## src/rtl/video_in_pack.sv

```systemverilog
`default_nettype none
// ============================================================================
// video_in_pack : packs four 8-bit pixels per 32-bit word into a FWFT FIFO,
//                 capturing exactly one frame per new_addr pulse.
// Revision 1.0
// ============================================================================
module video_in_pack #(
    parameter int p_WIDTH       = 640,
    parameter int p_HEIGHT      = 480,
    parameter int NB_PACK_STORE = 16,
    parameter int FIFO_DEPTH    = 64
) (
    input  logic                          clk,
    input  logic                          nRST,
    input  logic                          new_addr,
    input  logic [7:0]                    pixel_in,
    input  logic                          line_valid,
    input  logic                          frame_valid,
    input  logic                          r_ack,
    output logic [31:0]                   data_fifo,
    output logic                          nb_pack_available,
    output logic [$clog2(FIFO_DEPTH):0]   fifo_level,
    output logic                          overflow,
    output logic                          capturing
);

    localparam int              AW        = $clog2(FIFO_DEPTH);
    localparam logic [18:0]     TOTAL_PIX = 19'(p_WIDTH * p_HEIGHT);
    localparam logic [AW:0]     DEPTH_LVL = (AW + 1)'(FIFO_DEPTH);
    localparam logic [AW:0]     NB_LVL    = (AW + 1)'(NB_PACK_STORE);

    typedef enum logic [1:0] {
        IDLE       = 2'd0,
        WAIT_FRAME = 2'd1,
        CAPTURE    = 2'd2,
        DONE       = 2'd3
    } state_t;

    state_t         state, state_next;
    logic           fv_prev;
    logic           take_pixel;
    logic [1:0]     lane;
    logic [23:0]    pack;
    logic [31:0]    push_word;
    logic           push_pend;
    logic [18:0]    pix_cnt;
    logic [31:0]    mem [FIFO_DEPTH];
    logic [AW-1:0]  wr_ptr, rd_ptr;
    logic           fifo_full, fifo_empty, do_pop, do_push;

    assign fifo_full  = (fifo_level == DEPTH_LVL);
    assign fifo_empty = (fifo_level == '0);
    assign do_pop     = r_ack && !fifo_empty;
    // A pop in the same cycle frees the slot the pending word needs.
    assign do_push    = push_pend && (!fifo_full || do_pop);

    always_comb begin
        state_next = state;
        take_pixel = 1'b0;
        if (new_addr) begin
            state_next = WAIT_FRAME;
        end else begin
            case (state)
                WAIT_FRAME: begin
                    if (frame_valid && !fv_prev) begin
                        state_next = CAPTURE;
                        take_pixel = line_valid;
                    end
                end
                CAPTURE:    take_pixel = line_valid && frame_valid;
                default:    ;
            endcase
            if (take_pixel && (pix_cnt + 19'd1 == TOTAL_PIX))
                state_next = DONE;
        end
    end

    always_ff @(posedge clk or negedge nRST) begin
        if (!nRST) begin
            state   <= IDLE;
            fv_prev <= 1'b0;
        end else begin
            state   <= state_next;
            fv_prev <= frame_valid;
        end
    end

    always_ff @(posedge clk or negedge nRST) begin
        if (!nRST) begin
            lane       <= 2'd0;
            pack       <= 24'd0;
            push_word  <= 32'd0;
            push_pend  <= 1'b0;
            pix_cnt    <= 19'd0;
            wr_ptr     <= '0;
            rd_ptr     <= '0;
            fifo_level <= '0;
            overflow   <= 1'b0;
        end else if (new_addr) begin
            lane       <= 2'd0;
            push_pend  <= 1'b0;
            pix_cnt    <= 19'd0;
            wr_ptr     <= '0;
            rd_ptr     <= '0;
            fifo_level <= '0;
            overflow   <= 1'b0;
        end else begin
            push_pend <= take_pixel && (lane == 2'd3);
            if (take_pixel) begin
                pix_cnt <= pix_cnt + 19'd1;
                lane    <= lane + 2'd1;
                case (lane)
                    2'd0:    pack[7:0]   <= pixel_in;
                    2'd1:    pack[15:8]  <= pixel_in;
                    2'd2:    pack[23:16] <= pixel_in;
                    default: push_word   <= {pixel_in, pack};
                endcase
            end
            if (do_pop)
                rd_ptr <= rd_ptr + 1'b1;
            if (do_push)
                wr_ptr <= wr_ptr + 1'b1;
            if (do_push && !do_pop)
                fifo_level <= fifo_level + 1'b1;
            else if (do_pop && !do_push)
                fifo_level <= fifo_level - 1'b1;
            if (push_pend && !do_push)
                overflow <= 1'b1;
        end
    end

    always_ff @(posedge clk) begin
        if (do_push && !new_addr)
            mem[wr_ptr] <= push_word;
    end

    assign data_fifo         = fifo_empty ? 32'd0 : mem[rd_ptr];
    assign nb_pack_available = (fifo_level >= NB_LVL);
    assign capturing         = (state == CAPTURE);

endmodule
`default_nettype wire
```

## config.mk

```make
export PLATFORM = sky130hd
export DESIGN_NAME = video_in_pack
export DESIGN_NICKNAME = d
export VERILOG_FILES = /design/src/rtl/video_in_pack.sv
export SDC_FILE = /design/constraint.sdc
export NUM_CORES = 2
export LEC_CHECK = 0
export BUFFER_PORTS_ARGS = -buffer_cell sky130_fd_sc_hd__buf_2
export CORE_AREA = 4 4 531 533
export DETAILED_ROUTE_END_ITERATION = 12
export DIE_AREA = 0 0 535 537
export PLACE_DENSITY = 0.52
export SETUP_SLACK_MARGIN = 0.1
export SLEW_MARGIN = 0
export SYNTH_ARGS = -nofsm -noshare
export SYNTH_HDL_FRONTEND = slang
export SYNTH_SLANG_ARGS = --single-unit
```

## constraint.sdc

```tcl
create_clock -name clk -period 6.2 [get_ports clk]
set_clock_uncertainty 0.1 [all_clocks]
set_input_delay 1.24 -clock clk [delete_from_list [all_inputs] [get_ports clk]]
set_output_delay 1.24 -clock clk [all_outputs]
set_load 0.02 [all_outputs]
```

==> out/qor.txt <==
path depth of the worst reg2reg path = 10
Syn Inst Count = 3610
wire per inst = 28.3 µm
endpoints failing setup = 0
syn_nets = 3642
Longest Clk Path Bufs = 3
Fmax = 173 MHz
Synthesis Warnings = 0
CP arrival = 4.44 ns
Seq/Total Area, Yosys = 77.4%
FF-to-FF Start = fifo_level[1]
Placeable Area = 0.276 mm²
Final Slew Violations = 0
asr flop ratio synth = 4.70%
layout cells sized above 1 = 31.8%
nets = 3910
Worst-Margin Slew = 1.36 ns
initial antenna violation count = 20
Comb pwr share = 9.0%
Critical R2R Capture = fifo_level[6]
starting density of the core = 29.9%
Core Rows = 193
fin crit share = 93.2%
Iteration-0 DRC Markers = 3970
Overflow after GRT = 0
post-DP HPWL = 126 mm
clock root cell = clkbuf_16
Largest stage delay, worst path = 0.81 ns
vias in the first global route = 40100
DIE AREA = 0.287 mm²
Worst slew margin = 9.25%
Setup TNS Final = 0 ns
commonest cells in the netlist = edfxtp_1, mux4_2, mux2i_1
Routability Congestion = 0.771
Avg Inst Size Synth = 22.9 µm²
first-pass GRT wire length = 311 mm
power per cell area = 324 mW/mm²
Seq pwr share = 50.9%
clock power share = 40.1%
CTS buffer count = 215
top_reg_cell synth = edfxtp_1
IO Port Bufs = 55
unique cell type count in the Yosys netlist = 58
worst vdd ir = 0.000254 V
top-count cell post-synth = edfxtp_1
Area contributors post-synth = edfxtp_1, mux4_2, dfrtp_1, mux2i_1, mux2_2
# fillers = 25600
CTS sink cnt = 2149
H-tree levels = 4
clock period minus worst slack = 5.78 ns
post-layout util = 34.7%
total wire length = 219 mm
routed vias = 38600
nature of the critical path startpoint = flop
CTS tree = yes
area post-placement = 0.0892 mm²
Setup CP Type = reg2out
GRT Overall Usage = 15.2%
largest net degree at the start of global routing = 66
Tot Pwr = 31000 µW
#FFs+latches synth = 2149
Layout Area Growth over Synthesis = 15.8%
DRC = 0
crit end category = output port
internal power = 23900 µW
Synth area leader = edfxtp_1
cell leakage power = 0.0317 µW
hold crit path type = in2async
crit-path most repeated cell = buf_12
Post-CTS Setup Inserts = 0
DIE WIDTH = 535 µm
CP required = 4.86 ns
Max-Cap Viols = 0
post-synthesis cell area = 0.0828 mm²
Reg2Reg Setup Slack = 2.26 ns
cell area after layout = 0.0958 mm²
Die Ht = 537 µm
RSZ-0062 raised after global routing = false
top cell type's share of synthesized area = 74.3%
EDFF count, synth = 2048
crit-path max FO = 58
switching part of the total = 23.2%
clock-pin slew on the worst setup and hold paths = 0.07 ns
Routed Antenna Nets = 0
Slowest cell on crit path = dfrtp_4
worst skew pair latency = 0.84 ns
detailed-route vias per instance = 4.97
1st-pass router iterations = 5
boundary pin count = 56
Final Hold Fails = 0
outcome = completed
Net Switching = 7190 µW
CP cell instances = buf_12 -> buf_12 -> buf_4 -> mux4_2 -> mux2i_1 -> a22oi_1 -> nand2_1 -> o21ai_0 -> buf_2
metal layers:
| layer | vias up | wire (µm) | track usage (%) |
|---|---|---|---|
| li1 | 15900 | - | - |
| met1 | 21400 | 94500 | 21.1 |
| met2 | 1110 | 109000 | 25.2 |
| met3 | 238 | 12000 | 2.25 |
| met4 | 8 | 4150 | 3.44 |
| met5 | - | 62 | 0 |
through the flow:
step / std cells / hold WS [ns] / setup WS, ns
CTS: 7755 / 0.379 / 0.212
finish: 7761 / 0.388 / 0.424
detailed placement: 7366 / 0.387 / 0.896
global placement: 7366 / 0.381 / 0.970
global route: 7759 / 0.399 / 0.242
floorplan: 3610 / 0.375 / 0.939
power groups by stage:
| stage | clock, µW | sequential (µW) | combinational, µW |
|---|---|---|---|
| floorplan | 0 | 16100 | 1960 |
| global placement | 0 | 16100 | 2870 |
| detailed placement | 0 | 16100 | 2870 |
| CTS | 12700 | 15800 | 2880 |
| global route | 13400 | 15800 | 2990 |
| finish | 12500 | 15800 | 2790 |
worst max-delay path, delay by kind of cell, from the launching register on:
kind                   cells  cell delay, ns
AOI/OAI and AO/OA          2            0.88
buffers and inverters      4            1.36
DFF                        1            0.81
muxes                      2            0.31
and+or+nand+nor            1            0.09
flip-flops by register name, summed over array words and instances, names as in the netlist:
signal and flops:
wr_ptr 6, mem 2048, rd_ptr 6, push_word 32
fifo_level 7, push_pend 1, pack 24, lane 2
fv_prev 1, pix_cnt 19, overflow 1, state 2
how the worst max path moves through the flow:
stage,startpoint,endpoint,slack [ns],cells after the start
after floorplan,r_ack,mem[7][0],0.94,3
after global placement,rd_ptr[0],data_fifo[23],0.97,8
after detailed placement,rd_ptr[0],data_fifo[23],0.90,8
after CTS,rd_ptr[0],data_fifo[19],0.21,8
after global routing,rd_ptr[0],data_fifo[7],0.24,8
final,rd_ptr[1],data_fifo[13],0.42,9
what timing repair did:
item	in CTS	in global routing
setup endpoints to repair	1	0
hold buffers	0	0
gates resized for setup	1	0
cells in the final DEF, fill, tap and decap left out, types with 6 or more instances in the layout:
cell type / netlist / routed
nand2_1: 80 / 80
edfxtp_1: 2048 / 2048
buf_2: 60 / 54
inv_6: 0 / 9
clkbuf_16: 0 / 216
dfrtp_2: 0 / 27
dfrtp_1: 101 / 65
nor3_1: 15 / 12
mux4_2: 576 / 576
mux2i_1: 127 / 127
o21ai_0: 36 / 36
inv_1: 12 / 12
nand3_1: 13 / 13
buf_12: 0 / 26
dfrtp_4: 0 / 9
xnor2_1: 19 / 19
clkbuf_1: 100 / 52
a22oi_1: 82 / 82
clkinv_2: 0 / 35
a32oi_1: 6 / 6
mux2_2: 62 / 62
buf_4: 1 / 164
clkinv_1: 0 / 48
nor2_4: 0 / 61
diode_2: 0 / 6
xor2_1: 14 / 14
nor2_1: 105 / 43
nand4_1: 10 / 10
ha_1: 17 / 17
nor2b_1: 9 / 7
a21oi_1: 13 / 13
bufinv_16: 0 / 12
cells by family after synthesis:
kind of cell               count (synthesis)  share of synthesized area (%)
and+or+nand+nor                          271                           1.50
DFF                                     2149                           77.4
adders and majority gates                 18                          0.281
xor gates and xnor gates                  33                          0.349
AOI/OAI and AO/OA                        169                           1.43
muxes                                    765                           18.1
buffers and inverters                    205                           1.03
area by class of cell:
cell class / instances / area [µm²] / share of cell area, %
clock buffers: 274 / 5680 / 5.92
repair buffers: 244 / 2020 / 2.11
multi-input cells: 1256 / 18400 / 19.2
well taps: 3705 / 4640 / 4.84
flip-flops and latches: 2149 / 64100 / 66.9
inverters: 12 / 45.0 / 0.0470
clock inverters: 115 / 971 / 1.01
diodes: 6 / 15.0 / 0.0157
No activity file was read; power rests on OpenSTA's default activity.
